`src/rtl/sockit_spi_arb_pkg.sv`:
```
// Shared types and constants for the SPI command/data path arbiter.
package sockit_spi_arb_pkg;

    // Mux port numbering of the scw/sdw muxes and the sdr fork.
    typedef enum logic {
        ARB_XIP = 1'b0,
        ARB_REG = 1'b1
    } arb_port_t;

    typedef logic [1:0] arb_state_t;

    localparam logic [1:0] ARB_IDLE    = 2'd0;
    localparam logic [1:0] ARB_GNT_XIP = 2'd1;
    localparam logic [1:0] ARB_GNT_REG = 2'd2;
    localparam logic [1:0] ARB_DRAIN   = 2'd3;

endpackage

```
`src/rtl/sockit_spi_arb_if.sv`:
```
// Request/transfer inputs and grant outputs of the SPI path arbiter.
interface sockit_spi_arb_if #(
    parameter int RCW = 8
);
    logic           cfg_xen;
    logic           req_xip;
    logic           req_reg;
    logic           cmd_trn;
    logic           cmd_lst;
    logic [RCW-1:0] cmd_rdc;
    logic           sdr_trn;
    logic           sel;
    logic           ena;
    logic           bsy;
    logic           err;

    modport master (
        output cfg_xen, req_xip, req_reg, cmd_trn, cmd_lst, cmd_rdc, sdr_trn,
        input  sel, ena, bsy, err
    );

    modport slave (
        input  cfg_xen, req_xip, req_reg, cmd_trn, cmd_lst, cmd_rdc, sdr_trn,
        output sel, ena, bsy, err
    );
endinterface

```
`src/rtl/sockit_spi_arb_cnt.sv`:
```
// Saturating up/down counter of read words requested but not yet returned.
module sockit_spi_arb_cnt #(
    parameter int RCW = 8
) (
    input  logic           clk,
    input  logic           rst,
    input  logic [RCW-1:0] add_i,
    input  logic           dec_i,
    output logic           zero_o,
    output logic           err_o
);

    logic [RCW-1:0] cnt_q;
    logic [RCW-1:0] cnt_d;
    logic [RCW:0]   sum;
    logic [RCW:0]   net;

    always_comb begin
        sum   = {1'b0, cnt_q} + {1'b0, add_i};
        net   = sum;
        cnt_d = sum[RCW-1:0];
        err_o = 1'b0;
        if (dec_i && (sum == '0)) begin
            // read word returned with nothing outstanding
            cnt_d = '0;
            err_o = 1'b1;
        end else begin
            net = sum - {{RCW{1'b0}}, dec_i};
            if (net[RCW]) begin
                cnt_d = '1;
                err_o = 1'b1;
            end else begin
                cnt_d = net[RCW-1:0];
            end
        end
    end

    always_ff @(posedge clk) begin
        if (rst) begin
            cnt_q <= '0;
        end else begin
            cnt_q <= cnt_d;
        end
    end

    assign zero_o = (cnt_q == '0);

endmodule

```
`src/rtl/sockit_spi_arb.sv`:
```
// Transaction-level arbiter between the XIP port and the REG+DMA port; ownership
// moves only between SPI transactions once all outstanding read data is back.
module sockit_spi_arb
    import sockit_spi_arb_pkg::*;
#(
    parameter int RCW = 8,
    parameter int XTL = 2
) (
    input logic              clk,
    input logic              rst,
    sockit_spi_arb_if.slave  bus
);

    localparam int             XCW   = $clog2(XTL + 1);
    localparam logic [XCW-1:0] XTL_C = XCW'(XTL);

    arb_state_t     state_q, state_d;
    logic           sel_q, sel_d;
    logic [XCW-1:0] xcn_q, xcn_d;
    logic           err_q;
    logic           cnt_zero;
    logic           cnt_err;
    logic           end_trn;
    logic [RCW-1:0] add;

    assign end_trn = bus.cmd_trn && bus.cmd_lst;
    assign add     = bus.cmd_trn ? bus.cmd_rdc : '0;

    sockit_spi_arb_cnt #(
        .RCW (RCW)
    ) u_cnt (
        .clk    (clk),
        .rst    (rst),
        .add_i  (add),
        .dec_i  (bus.sdr_trn),
        .zero_o (cnt_zero),
        .err_o  (cnt_err)
    );

    always_comb begin
        state_d = state_q;
        sel_d   = sel_q;
        xcn_d   = xcn_q;
        case (state_q)
            ARB_IDLE: begin
                // XIP yields once it has used up its streak while REG waits
                if (bus.req_xip && bus.cfg_xen && !(bus.req_reg && (xcn_q == XTL_C))) begin
                    state_d = ARB_GNT_XIP;
                    sel_d   = ARB_XIP;
                end else if (bus.req_reg) begin
                    state_d = ARB_GNT_REG;
                    sel_d   = ARB_REG;
                    xcn_d   = '0;
                end
            end
            ARB_GNT_XIP: begin
                if (end_trn) begin
                    state_d = ARB_DRAIN;
                    if (bus.req_reg && (xcn_q != XTL_C)) begin
                        xcn_d = xcn_q + 1'b1;
                    end
                end
            end
            ARB_GNT_REG: begin
                if (end_trn) begin
                    state_d = ARB_DRAIN;
                end
            end
            default: begin
                if (cnt_zero) begin
                    state_d = ARB_IDLE;
                end
            end
        endcase
    end

    always_ff @(posedge clk) begin
        if (rst) begin
            state_q <= ARB_IDLE;
            sel_q   <= ARB_XIP;
            xcn_q   <= '0;
            err_q   <= 1'b0;
        end else begin
            state_q <= state_d;
            sel_q   <= sel_d;
            xcn_q   <= xcn_d;
            err_q   <= err_q | cnt_err;
        end
    end

    assign bus.sel = sel_q;
    assign bus.ena = (state_q == ARB_GNT_XIP) || (state_q == ARB_GNT_REG);
    assign bus.bsy = (state_q != ARB_IDLE);
    assign bus.err = err_q;

endmodule

```
`src/flat_wrapper.sv`:
```
// flat-port wrapper written by rule: the top's interface ports become plain ports
module sockit_spi_arb_flat import sockit_spi_arb_pkg::*;
#(
    parameter int RCW = 8,
    parameter int XTL = 2
)
  (clk, rst, bus_cfg_xen, bus_req_xip, bus_req_reg, bus_cmd_trn, bus_cmd_lst, bus_cmd_rdc, bus_sdr_trn, bus_sel, bus_ena, bus_bsy, bus_err);
  sockit_spi_arb_if #(.RCW(RCW)) bus_i ();
  input logic clk;
  input logic rst;
  input wire logic [$bits(bus_i.cfg_xen)-1:0] bus_cfg_xen;
  input wire logic [$bits(bus_i.req_xip)-1:0] bus_req_xip;
  input wire logic [$bits(bus_i.req_reg)-1:0] bus_req_reg;
  input wire logic [$bits(bus_i.cmd_trn)-1:0] bus_cmd_trn;
  input wire logic [$bits(bus_i.cmd_lst)-1:0] bus_cmd_lst;
  input wire logic [$bits(bus_i.cmd_rdc)-1:0] bus_cmd_rdc;
  input wire logic [$bits(bus_i.sdr_trn)-1:0] bus_sdr_trn;
  output wire logic [$bits(bus_i.sel)-1:0] bus_sel;
  output wire logic [$bits(bus_i.ena)-1:0] bus_ena;
  output wire logic [$bits(bus_i.bsy)-1:0] bus_bsy;
  output wire logic [$bits(bus_i.err)-1:0] bus_err;
  assign bus_i.cfg_xen = bus_cfg_xen;
  assign bus_i.req_xip = bus_req_xip;
  assign bus_i.req_reg = bus_req_reg;
  assign bus_i.cmd_trn = bus_cmd_trn;
  assign bus_i.cmd_lst = bus_cmd_lst;
  assign bus_i.cmd_rdc = bus_cmd_rdc;
  assign bus_i.sdr_trn = bus_sdr_trn;
  assign bus_sel = bus_i.sel;
  assign bus_ena = bus_i.ena;
  assign bus_bsy = bus_i.bsy;
  assign bus_err = bus_i.err;
  sockit_spi_arb #(.RCW(RCW), .XTL(XTL)) u_core (.clk(clk), .rst(rst), .bus(bus_i));
endmodule
```
`config.mk`:
```
export PLATFORM = sky130hd
export DESIGN_NAME = sockit_spi_arb_flat
export DESIGN_NICKNAME = d
export VERILOG_FILES = /design/src/rtl/sockit_spi_arb_pkg.sv /design/src/rtl/sockit_spi_arb_if.sv /design/src/rtl/sockit_spi_arb_cnt.sv /design/src/rtl/sockit_spi_arb.sv /design/src/flat_wrapper.sv
export SDC_FILE = /design/constraint.sdc
export NUM_CORES = 1
export LEC_CHECK = 0
export CAP_MARGIN = 20
export CORE_MARGIN = 5
export CORE_UTILIZATION = 48
export DETAILED_ROUTE_END_ITERATION = 10
export HOLD_SLACK_MARGIN = 0.02
export PLACE_DENSITY = 0.75
export SLEW_MARGIN = 5
export SYNTH_ARGS = -nofsm -noshare
export SYNTH_HDL_FRONTEND = slang
export SYNTH_HIERARCHICAL = 1
export SYNTH_SLANG_ARGS = --single-unit
```
`constraint.sdc`:
```
create_clock -name clk -period 3.2 [get_ports clk]
set_input_delay 0.96 -clock clk [delete_from_list [all_inputs] [get_ports clk]]
set_output_delay 0.96 -clock clk [all_outputs]
set_load 0.05 [all_outputs]
```
After elaboration in Yosys (flattened, before gate mapping)
Cells that the tools add are included.
{ "totals": {"regBits": 14, "input_bits": 16, "out_inout_bits": 4, "word_cells": 55} }
{ "classes": {"addsub": 3, "eq_ne": 10, "n_mux": 16, "bitwise": 1, "n_reduce_logical": 20} }
{ "ops": {"columns": ["operator", "n"], "rows": [
  ["2-bit 2-to-1 mux", 8],
  ["8-bit 2-to-1 mux", 2],
  ["8-bit by 8-bit adder with 9-bit output", 1],
  ["9-bit zero test", 1],
  ["9-bit by 1-bit subtractor with 9-bit output", 1],
  ["8-bit zero test", 1],
  ["2-bit one-hot mux with 2 select lines", 2],
  ["1-bit logical AND", 6],
  ["2-bit by 1-bit != test with 1-bit output, second input constant", 3],
  ["2-bit != test, second input constant", 3],
  ["2-bit nonzero test", 3],
  ["5-bit AND reduction", 1],
  ["2-bit equality test, second input constant", 2],
  ["1-bit 2-to-1 mux", 4],
  ["2-bit OR reduction", 2],
  ["3-bit by 2-bit != test with 1-bit output, second input constant", 1],
  ["3-bit AND reduction", 1],
  ["3-bit nonzero test", 1],
  ["2-bit by 1-bit adder with 2-bit output, second input constant", 1],
  ["2-bit by 1-bit equality test with 1-bit output, second input constant", 1],
  ["2-bit zero test", 1],
  ["2-bit AND reduction", 1],
  ["1-bit zero test", 1],
  ["1-bit logical OR", 1],
  ["1-bit bitwise OR", 1]
]} }

Depth between registers and ports, before layout
{ "logic_depth": {"word_depth": 6, "mapped_depth": 13, "depth_no_buf": 13} }

By module
The synthesis kept the hierarchy.
{ "modules_own_cells": {"columns": ["module", "instances", "cells_per_inst", "area_per_inst_um2", "seq_area_each_um2"], "rows": [
  ["sockit_spi_arb_cnt", 1, 101, 870.8, 160.2],
  ["sockit_spi_arb", 1, 52, 429.2, 120.1]
]} }

Worst setup path before layout
No wires, ideal clock.
{ "synth_timing": {"path_type": "input-to-reg", "startpoint": "input bus_cmd_rdc[0]", "endpoint": "register u_core.err_q (netlist: u_core/bus.err)", "setup_ps": 65, "arrival_ps": 3078, "required_ps": 3135, "setup_slack_ps": 57, "stages": 13, "path_buffers": 0, "cell_sequence": "and2_1 -> ha_1 -> inv_1 -> fa_1 -> and2b_1 -> nor3_1 -> o31a_1 -> xor2_1 -> and2_4 -> o211ai_1 -> a21oi_1 -> nor2_1 -> nor2_1"} }
{ "synth_via": {"elab_chain_cells": 6, "elab_cells_between_ends": 8, "cone_classes": "2 x add/sub; 3 x mux; 1 x bitwise; 2 x reduce/logical"} }
{ "synth_lines": {"columns": ["item", "line", "source"], "rows": [
  ["from (decl)", "flat_wrapper.sv:16", "input wire logic [$bits(bus_i.cmd_rdc)-1:0] bus_cmd_rdc;"],
  ["8-bit 2-to-1 mux *", "sockit_spi_arb.sv:27", "assign add = bus.cmd_trn ? bus.cmd_rdc : '0;"],
  ["8-bit by 8-bit adder with 9-bit output *", "sockit_spi_arb_cnt.sv:19", "sum = {1'b0, cnt_q} + {1'b0, add_i};"],
  ["9-bit by 1-bit subtractor with 9-bit output or 9-bit zero test (tied branches)", "sockit_spi_arb_cnt.sv:28, sockit_spi_arb_cnt.sv:23", null],
  ["1-bit 2-to-1 mux or 1-bit logical AND (tied branches)", "sockit_spi_arb_cnt.sv:29, sockit_spi_arb_cnt.sv:23", null],
  ["1-bit 2-to-1 mux *", "sockit_spi_arb_cnt.sv:23", "if (dec_i && (sum == '0)) begin"],
  ["net u_core.cnt_err", "sockit_spi_arb.sv:22", "logic cnt_err;"],
  ["1-bit bitwise OR *", "sockit_spi_arb.sv:87", "err_q <= err_q | cnt_err;"],
  ["to (signal assigned)", "sockit_spi_arb.sv:87", null],
  ["to (decl)", "sockit_spi_arb.sv:20", "logic err_q;"]
]} }
The timed path passes the listed nets; every way through them passes the cells marked *.
A chain may end at the register's enable or synchronous reset.

Worst setup path in the final report
{ "layout_timing": {"startpoint": "input bus_cmd_rdc[2]", "endpoint": "register u_core.u_cnt.cnt_q[7]"} }
{ "layout_via": {"elab_chain_cells": 5, "elab_cells_between_ends": 7, "cone_classes": "2 x add/sub; 2 x mux; 3 x reduce/logical"} }
{ "layout_lines": {"columns": ["item", "line", "source"], "rows": [
  ["8-bit 2-to-1 mux *", "sockit_spi_arb.sv:27", null],
  ["net u_core.add[2]", "sockit_spi_arb.sv:24", "logic [RCW-1:0] add;"],
  ["8-bit by 8-bit adder with 9-bit output *", "sockit_spi_arb_cnt.sv:19", null],
  ["branches (longest 3 deep; another with 9-bit by 1-bit subtractor with 9-bit output)", null, null],
  ["to (signal assigned)", "sockit_spi_arb_cnt.sv:42", "cnt_q <= cnt_d;"],
  ["to (decl)", "sockit_spi_arb_cnt.sv:13", "logic [RCW-1:0] cnt_q;"]
]} }
Mark *: on every way through the listed nets, which the timed path passes.

==> metrics.cfg <==
[status]
status=completed

[logic_synthesis]
synth-simple-area-share_pct=27.9
async_flop_share_pct=0
syn_inst=153
synth_cell_types=49
netlist_area_um2=1300
yosysWarnings=6
synth_area_leader_cell=dfxtp_1
synth_top_family_by_area=simple AND/OR/NAND/NOR gates
synth-adder-area-share_pct=15.0
ys_ff_latch=14
ys_seq_area_share_pct=21.6
synth_compound_area_share_pct=23.4
synth.avg_cell_area_um2=8.50
synth.net_count=184
synth-edff-count=0
muxShareOfSynthArea_pct=0.770
synth_xor_area_share_pct=7.31
synthTopCellsByArea=dfxtp_1, ha_1, a21oi_1
synth_flop_cell=dfxtp_1
yosysTopAreaCellShare_pct=21.6

[timing]
hold_violations=0
worst_slew_pin_slew_ps=507
finalCritPeriodShare_pct=99.1
fin_skew_ps=3.62
period_minus_slack_ps=3170
timing.slew.headroom_pct=66.1
fmax_mhz=315
hold_ws_ps=484
setup_violations=0
rsz0062_at_grt=true
slew_viol_final=0

[pwr]
intPower_w=0.000965
p_per_area_nw_per_um2=911
pwr-share-seq_pct=16.9
sw_frac_of_total_pct=46.7
power_switching_w=0.000845
p_comb_share_pct=77.8
vdd_drop_max_mv=0.685
p_clk_share_pct=5.3
p_leak_nw=0.802

[setup_path]
end_kind=flip-flop
crit_chain=clkdlybuf4s50_1, and2_4, ha_4, buf_6, and2b_1, nor3_2, o31a_1, xor2_2, and2_4, buf_4, buf_4, a221oi_2
critPathMaxStageDelay_ps=410
path_class=in2reg
crit_path_top_delay_cell=clkdlybuf4s50_1
required_ps=3390
worst_setup_path_start_kind=primary input
crit_fanout=4
worstPathArrival_ps=3370
r2r_slack_ps=660

[finish]
fin_cells=235
fillers=153
multi_input_area_um2=1180
final_nets=238
ff_latch_area_um2=280
antenna_cells=0
drive_above_1_share_pct=41.5
final_core_util_pct=78.1
area_growth_pct=52.9

[drt]
drt_wl_total_um=4080
wl_per_cell_um=17.4
dr.pass1.iters=4
drcViolationCount=0
dr_total_vias=1393
ant_nets=0
vias_per_cell=5.93
drt_iter0_drc=59

[die]
die_h_um=62.0
io_pins=20
dieArea_um2=3850
initial_core_util_pct=51.1
die_width_um=62.0
rows=18
fp.coreArea_um2=2540

[placement]
hpwl_um=2940
placedCellCount=229
io_buffers=19
gp_congestion=0.895

[flow_run]
drv_cap=0

[clock_network]
clk_latency_ps=280
clock_path_buffers=2
cts_tree=done
cts_sinks=14
cts.clk_slew.worst_paths_ps=80
cts_buffers=3
htree_levels=1
cts-root-buf=clkbuf_4

[global_routing]
grt_util_all_layers_pct=21.3
grt_pass1_vias=1312
grt_overflow_total=0
grt_pass1_wl_um=6000
antenna_found_initial=0
grt_max_degree=11

[min_path]
hold_path_class=reg2reg

[power by group through the flow]
stage | Sequential, W | Combinational [W] | Clock (W)
floorplan | 0.000294 | 0.000729 | 0
global placement | 0.000288 | 0.00111 | 0
detailed placement | 0.000293 | 0.00116 | 0
CTS | 0.000290 | 0.00125 | 0.000100
global route | 0.000310 | 0.00151 | 0.000111
finish | 0.000306 | 0.00141 | 0.0000964
[kinds of logic (layout without fill, tap and decap cells)]
group | count (synthesis) | after routing
AND/OR/NAND/NOR | 62 | 62
AO/OA/AOI/OAI | 40 | 40
adder cells (fa/ha/maj) | 15 | 15
flip-flops | 14 | 14
buffers and inverters | 11 | 63
XOR/XNOR | 10 | 10
multiplexers | 1 | 1
[through the flow]
| stage | setup TNS (ps) | area (um2) | power (W) | setup slack, ps |
|---|---|---|---|---|
| 4_1_cts | 0 | 1830 | 0.00164 | 20.3 |
| 3_5_place_dp | -4830 | 1730 | 0.00145 | -594 |
| 2_1_floorplan | 0 | 1300 | 0.00102 | 57.1 |
| 5_1_grt | -69.6 | 1990 | 0.00193 | -39.8 |
| 6_report | 0 | 1990 | 0.00181 | 28.5 |
| 3_3_place_gp | -3880 | 1730 | 0.00140 | -505 |
[routing by layer]
layer / global-route usage, % / vias up / wire length, um / part of all wire (%)
met5: 0 / - / 0 / 0
met4: 5.76 / 0 / 107 / 2.6
met3: 4.13 / 12 / 266 / 6.5
met2: 38.0 / 54 / 2030 / 50
met1: 25.8 / 667 / 1670 / 41
li1: - / 660 / - / -
[layout make-up]
cell class              instances  area share [%]
multi-input cells             128            59.4
repair buffers                 51            21.8
flip-flops and latches         14            14.1
clock buffers                   3            1.13
inverters                       9            1.70
well taps                      30            1.89
[cell usage in the layout (no fill, tap or decap), types with 2 or more instances in the layout]
master | netlist | routed
buf_4 | 0 | 31
clkdlybuf4s50_1 | 0 | 15
dfxtp_1 | 14 | 14
nor2_1 | 16 | 12
ha_1 | 14 | 9
inv_1 | 9 | 7
and2_4 | 2 | 7
a21oi_1 | 12 | 7
a21oi_2 | 3 | 7
nand2_1 | 5 | 5
xnor2_1 | 5 | 5
ha_4 | 0 | 5
and2_1 | 9 | 4
nand2b_1 | 5 | 4
nor3_2 | 1 | 4
o211ai_1 | 4 | 4
clkbuf_4 | 1 | 3
o21ai_2 | 1 | 3
dlymetal6s2s_1 | 0 | 2
nand4b_1 | 2 | 2
a211oi_2 | 2 | 2
nor2b_1 | 2 | 2
a211oi_1 | 2 | 2
o21ai_0 | 5 | 2
inv_2 | 0 | 2
or4_1 | 2 | 2
nor2_4 | 0 | 2
xor2_1 | 4 | 2
xor2_2 | 0 | 2
nor2_2 | 0 | 2
nand3_1 | 3 | 2
[critical path: cells and delay by family]
kind | cells | cell delay, ps
buffers and inverters | 4 | 770
adder cells (fa/ha/maj) | 1 | 280
AO/OA/AOI/OAI | 2 | 570
AND/OR/NAND/NOR | 4 | 570
XOR/XNOR | 1 | 210
[registers in the layout, indices dropped and copies added, names as in the netlist]
name	flops
u_core/u_cnt/cnt_q	8
u_core/state_q	2
u_core/xcn_q	2
u_core/bus.err	1
u_core/bus.sel	1
[synth_stat cells (2+ instances only)]
master / number
nor2_1: 16
dfxtp_1: 14
ha_1: 14
a21oi_1: 12
and2_1: 9
inv_1: 9
nand2_1: 5
nand2b_1: 5
o21ai_0: 5
xnor2_1: 5
nor3_1: 4
o211ai_1: 4
xor2_1: 4
a21oi_2: 3
nand3_1: 3
a211oi_1: 2
a211oi_2: 2
and2_4: 2
nand4b_1: 2
nor2b_1: 2
nor3b_1: 2
or4_1: 2
[path summary, 6_finish.rpt]
check                     endpoint  cells past startpoint                   from
max          u_core/u_cnt/cnt_q[7]                     12         bus_cmd_rdc[2]
min                 u_core/bus.err                      2         u_core/bus.err
max reg2reg  u_core/u_cnt/cnt_q[7]                     11  u_core/u_cnt/cnt_q[0]
min reg2reg         u_core/bus.err                      2         u_core/bus.err
[timing repair]
action                                  in CTS  in global routing
endpoints found under the setup margin       9                  9
hold buffers                                 0                  0
buffers inserted                             2                  1
cloned                                       0                  0
resized for setup                           19                 34
pin swaps                                   13                 19
No activity file was read; power rests on OpenSTA's default activity.
